File: src/rtl/clk_div_pkg.sv
// Shared types for the runtime-programmable divided-clock controller.
// CLK_DIV_CTRL_DELAY_EN enables the phase-delayed o_clkd output.
package clk_div_pkg;

    localparam int CFG_W = 10;

    typedef enum logic [1:0] {
        ST_IDLE     = 2'd0,
        ST_RUN      = 2'd1,
        ST_PEND     = 2'd2,
        ST_STOPPING = 2'd3
    } state_t;

    typedef struct packed {
        logic [CFG_W-1:0] n;
        logic [CFG_W-1:0] high;
        logic [CFG_W-1:0] delay;
    } cfg_t;

    // With the delay feature compiled out the delay field is tied to 0,
    // so the delay < n term is always satisfied.
    function automatic logic cfg_valid_chk(input cfg_t c);
        return (c.n >= CFG_W'(2)) && (c.high != '0) && (c.high < c.n) && (c.delay < c.n);
    endfunction

endpackage

File: src/rtl/clk_div_phase.sv
// Period counter plus the o_clk / o_clkd comparators of the divided-clock generator.
// CLK_DIV_CTRL_DELAY_EN selects the delayed comparator; otherwise o_clkd copies o_clk.
module clk_div_phase
    import clk_div_pkg::*;
(
    input  logic clk,
    input  logic rst,
    input  logic run,
    input  logic clear,
    input  cfg_t act,
    output logic wrap,
    output logic period_tick,
    output logic o_clk,
    output logic o_clkd
);

    logic [CFG_W-1:0] cnt;
    logic             clk_hi;
    logic             clkd_hi;

    assign wrap   = run && (cnt == act.n - CFG_W'(1));
    assign clk_hi = cnt < act.high;

`ifdef CLK_DIV_CTRL_DELAY_EN
    logic [CFG_W:0] shifted;

    // (cnt - delay) mod n without a divider: borrow one period when cnt < delay.
    always_comb begin
        shifted = {1'b0, cnt} - {1'b0, act.delay};
        if (cnt < act.delay) begin
            shifted = shifted + {1'b0, act.n};
        end
    end

    assign clkd_hi = shifted < {1'b0, act.high};
`else
    logic unused_delay;
    assign unused_delay = ^act.delay;
    assign clkd_hi      = clk_hi;
`endif

    always_ff @(posedge clk or posedge rst) begin
        if (rst) begin
            cnt         <= '0;
            period_tick <= 1'b0;
            o_clk       <= 1'b0;
            o_clkd      <= 1'b0;
        end else begin
            period_tick <= wrap;
            if (!run || clear) begin
                cnt    <= '0;
                o_clk  <= 1'b0;
                o_clkd <= 1'b0;
            end else begin
                cnt    <= wrap ? '0 : cnt + CFG_W'(1);
                o_clk  <= clk_hi;
                o_clkd <= clkd_hi;
            end
        end
    end

endmodule

File: src/rtl/clk_div_ctrl.sv
// Runtime-programmable divided-clock controller: FSM, shadow config and validation.
// Define CLK_DIV_CTRL_DELAY_EN to build the delayed o_clkd output and delay registers.
module clk_div_ctrl
    import clk_div_pkg::*;
#(
    parameter int WIDTH     = CFG_W,
    parameter int DEF_N     = 950,
    parameter int DEF_HIGH  = 475,
    parameter int DEF_DELAY = 240
) (
    input  logic             clk,
    input  logic             rst,
    input  logic             en,
    input  logic             cfg_valid,
    output logic             cfg_ready,
    input  logic [WIDTH-1:0] cfg_n,
    input  logic [WIDTH-1:0] cfg_high,
    input  logic [WIDTH-1:0] cfg_delay,
    output logic             cfg_err,
    output logic             busy,
    output logic             period_tick,
    output logic             o_clk,
    output logic             o_clkd,
    output state_t           state_dbg
);

    // Handshake: a config transfers on any cycle where cfg_valid && cfg_ready
    // at the rising clk edge; the offer is accepted (valid) or rejected via cfg_err.
    state_t           state;
    logic [WIDTH-1:0] n_a, high_a, n_s, high_s;
    logic             shadow_vld;
    cfg_t             offer, act;
    logic             cfg_ok, hs, load_shadow, wrap, clear;

`ifdef CLK_DIV_CTRL_DELAY_EN
    logic [WIDTH-1:0] delay_a, delay_s;
    assign offer = '{n: cfg_n, high: cfg_high, delay: cfg_delay};
    assign act   = '{n: n_a, high: high_a, delay: delay_a};
`else
    logic unused_cfg_delay;
    assign unused_cfg_delay = ^cfg_delay;
    assign offer = '{n: cfg_n, high: cfg_high, delay: '0};
    assign act   = '{n: n_a, high: high_a, delay: '0};
`endif

    assign cfg_ok      = cfg_valid_chk(offer);
    assign cfg_ready   = (state == ST_IDLE) || (state == ST_RUN);
    assign hs          = cfg_valid && cfg_ready;
    assign load_shadow = (state == ST_RUN) && hs && cfg_ok;
    // A config taken on the final cycle keeps the generator alive for one more period.
    assign clear       = wrap && !en && !load_shadow;
    assign busy        = (state != ST_IDLE);
    assign state_dbg   = state;

    clk_div_phase u_phase (
        .clk         (clk),
        .rst         (rst),
        .run         (busy),
        .clear       (clear),
        .act         (act),
        .wrap        (wrap),
        .period_tick (period_tick),
        .o_clk       (o_clk),
        .o_clkd      (o_clkd)
    );

    always_ff @(posedge clk or posedge rst) begin
        if (rst) begin
            state      <= ST_IDLE;
            n_a        <= WIDTH'(DEF_N);
            high_a     <= WIDTH'(DEF_HIGH);
            n_s        <= '0;
            high_s     <= '0;
            shadow_vld <= 1'b0;
            cfg_err    <= 1'b0;
`ifdef CLK_DIV_CTRL_DELAY_EN
            delay_a    <= WIDTH'(DEF_DELAY);
            delay_s    <= '0;
`endif
        end else begin
            cfg_err <= hs && !cfg_ok;
            case (state)
                ST_IDLE: begin
                    if (hs && cfg_ok) begin
                        n_a    <= cfg_n;
                        high_a <= cfg_high;
`ifdef CLK_DIV_CTRL_DELAY_EN
                        delay_a <= cfg_delay;
`endif
                    end
                    if (en) begin
                        state <= ST_RUN;
                    end
                end
                default: begin
                    if (wrap) begin
                        if (shadow_vld) begin
                            n_a    <= n_s;
                            high_a <= high_s;
`ifdef CLK_DIV_CTRL_DELAY_EN
                            delay_a <= delay_s;
`endif
                        end
                        shadow_vld <= 1'b0;
                        state      <= en ? ST_RUN : ST_IDLE;
                    end else begin
                        state <= !en ? ST_STOPPING : (shadow_vld ? ST_PEND : ST_RUN);
                    end
                    if (load_shadow) begin
                        n_s        <= cfg_n;
                        high_s     <= cfg_high;
`ifdef CLK_DIV_CTRL_DELAY_EN
                        delay_s    <= cfg_delay;
`endif
                        shadow_vld <= 1'b1;
                        state      <= en ? ST_PEND : ST_STOPPING;
                    end
                end
            endcase
        end
    end

endmodule
File: config.mk
export PLATFORM = sky130hd
export DESIGN_NAME = clk_div_ctrl
export DESIGN_NICKNAME = d
export VERILOG_FILES = /design/src/rtl/clk_div_pkg.sv /design/src/rtl/clk_div_phase.sv /design/src/rtl/clk_div_ctrl.sv
export SDC_FILE = /design/constraint.sdc
export NUM_CORES = 1
export LEC_CHECK = 0
export CAP_MARGIN = 10
export CORE_MARGIN = 4
export CORE_UTILIZATION = 45
export CTS_CLUSTER_DIAMETER = 100
export DETAILED_ROUTE_END_ITERATION = 16
export PLACE_DENSITY_LB_ADDON = 0.2
export SETUP_SLACK_MARGIN = 0.05
export SYNTH_ARGS = -nofsm -noshare
export SYNTH_HDL_FRONTEND = slang
export SYNTH_HIERARCHICAL = 1
export SYNTH_SLANG_ARGS = --single-unit
File: constraint.sdc
create_clock -name clk -period 3.09 [get_ports clk]
set_input_delay 0.4635 -clock clk [delete_from_list [all_inputs] [get_ports clk]]
set_output_delay 0.4635 -clock clk [all_outputs]
set_load 0.02 [all_outputs]
==> impl_metrics.json <==
{
  "stdcell_count": 472,
  "endpoint_kind": "flip-flop",
  "r2r_start": "n_a[0]",
  "avgSynthCellArea_um2": 11.4,
  "hp-class": "input pin to async pin",
  "combPwrFrac": 0.513,
  "swShare": 0.379,
  "drt_first_pass_iters": 5,
  "place_inst": 459,
  "final_hold_viol_count": 0,
  "via_count": 2496,
  "core_mm2": 0.00741,
  "netlist_area_mm2": 0.00349,
  "powerDensity_mw_per_mm2": 866,
  "fill_cells": 608,
  "initial_utilization": 0.472,
  "remaining_drc_errors": 0,
  "synthesis.instances": 306,
  "fmax_mhz": 338,
  "fin_util": 0.591,
  "p_int_mw": 2.36,
  "grt_max_degree": 45,
  "startpoint_type": "flip-flop",
  "clockPowerShare": 0.117,
  "io_pins": 42,
  "hpwlAfterDp_um": 5840,
  "grt_setup_unrepaired": "no",
  "final_common_cell": "dfrtp_1",
  "slew_viol_final": 0,
  "syn_to_final_growth_pct": 25.4,
  "finalSetupViolCount": 0,
  "die_width_um": 96.1,
  "synth_fp_nets": 360,
  "grt_pass1_wl_um": 12500,
  "place_congestion": 0.779,
  "wire_per_inst_um": 17.0,
  "maxCapViolCount": 0,
  "yosysWarningCount": 6,
  "die_area_mm2": 0.00924,
  "fp.dieH_um": 96.1,
  "layout-drive-gt1-share": 0.327,
  "routed_wl_um": 8010,
  "root_buffer": "clkbuf_8",
  "fin_setup_tns_ns": 0,
  "cts_inserted_buffers": 5,
  "r2r_slack_ns": 0.13,
  "num_antenna_cells": 0,
  "p_sw_mw": 1.44,
  "tightest_slew_ns": 0.613,
  "antenna_found_initial": 0,
  "outcome": "finished, final reports clean",
  "layout_common_cells": "dfrtp_1, buf_4, clkdlybuf4s50_1",
  "crit_fanout": 5,
  "cts.clk_slew.worst_paths_ns": 0.11,
  "finalCritPeriodShare": 0.959,
  "cts_hold_buf": 0,
  "routed_via_density": 5.29,
  "grt_pass1_vias": 2523,
  "grt_use_total": 0.179,
  "required_ns": 3.29,
  "antenna_violating_nets_post_route": 0,
  "critical_path_class": "flip-flop to flip-flop",
  "clockBufferDepth": 2,
  "h-tree-depth": 2,
  "skew_ns": 0.0165,
  "grt-ovfl-total": 0,
  "slew_headroom": 0.591,
  "pwr-share-seq": 0.369,
  "reg2reg_depth": 12,
  "layout.nets": 426,
  "placement.io_buffers": 31,
  "vdd.ir_drop.worst_mv": 0.373,
  "worstReg2RegEnd": "u_phase/cnt[1]",
  "min_period_ns": 2.96,
  "leakagePower_nw": 1.98,
  "clkSinkCount": 56,
  "worstPathArrival_ns": 3.17,
  "first_iter_violations": 76,
  "clk_latency_ns": 0.32,
  "row_count": 31,
  "cts_tree": "yes"
}
registers in the layout, indices dropped and copies added (netlist names):
| name | count |
|---|---|
| u_phase/cnt | 10 |
| high_a | 10 |
| n_s | 10 |
| u_phase/o_clkd | 1 |
| cfg_err | 1 |
| u_phase/period_tick | 1 |
| n_a | 10 |
| high_s | 10 |
| state_dbg | 2 |
| shadow_vld | 1 |
metrics by stage:
step	hold WS (ns)	total power, mW	instance area [µm²]	setup WS (ns)
global placement	0.462	3.07	4100	-0.227
CTS	0.491	3.59	4210	0.0306
floorplan	0.328	2.56	3500	0.0764
global route	0.510	4.07	4380	0.0292
detailed placement	0.471	3.14	4100	-0.200
finish	0.481	3.79	4380	0.127
area by class of cell:
type	instances	area (µm²)	share of cell area
timing repair buffer	68	626	0.143
sequential	56	1420	0.324
inverter	26	97.6	0.0223
clock inverter	3	28.8	0.00657
clock buffer	5	68.8	0.0157
tap	99	124	0.0283
multi-input combinational	215	2020	0.460
per-layer routing:
metal / GRT usage / wire length, µm
met1: 0.236 / 3620
met2: 0.308 / 4090
met3: 0.0289 / 229
met4: 0.0403 / 65
met5: 0 / 0
worst max-delay path by stage:
| stage | cells past startpoint | to | start | slack, ns |
|---|---|---|---|---|
| 6_report | 12 | u_phase/cnt[1] | n_a[0] | 0.13 |
| 4_1_cts | 10 | n_a[0] | n_a[1] | 0.03 |
| 5_1_grt | 13 | u_phase/cnt[7] | n_a[0] | 0.03 |
| 3_5_place_dp | 15 | u_phase/cnt[5] | n_a[0] | -0.20 |
| 3_3_place_gp | 14 | u_phase/cnt[5] | n_a[0] | -0.23 |
| 2_1_floorplan | 15 | u_phase/cnt[0] | state_dbg[0] | 0.08 |
worst max-delay path, cell delays in order, from the launching register on:
cell and delay (ns):
dfrtp_1 0.40, buf_6 0.13, or4_4 0.55, a2111oi_4 0.25, nor2_2 0.10, a211oi_4 0.32
nor2b_4 0.21, nor2b_4 0.15, inv_2 0.06, buf_4 0.13, a32oi_4 0.29, clkbuf_16 0.20
a21boi_1 0.06
power groups by stage:
stage | Combinational (mW) | Sequential, mW | Clock [mW]
final | 1.95 | 1.40 | 0.445
after global routing | 2.14 | 1.45 | 0.482
after CTS | 1.75 | 1.39 | 0.457
after detailed placement | 1.73 | 1.40 | 0
after global placement | 1.69 | 1.39 | 0
after floorplan | 1.24 | 1.33 | 0
timing repair:
item,CTS,global route
gates resized for setup,2,21
setup endpoints to repair,31,31
gates cloned,0,2
pin swaps,0,4
setup buffers,0,3
(Power assumes the default switching activity.)
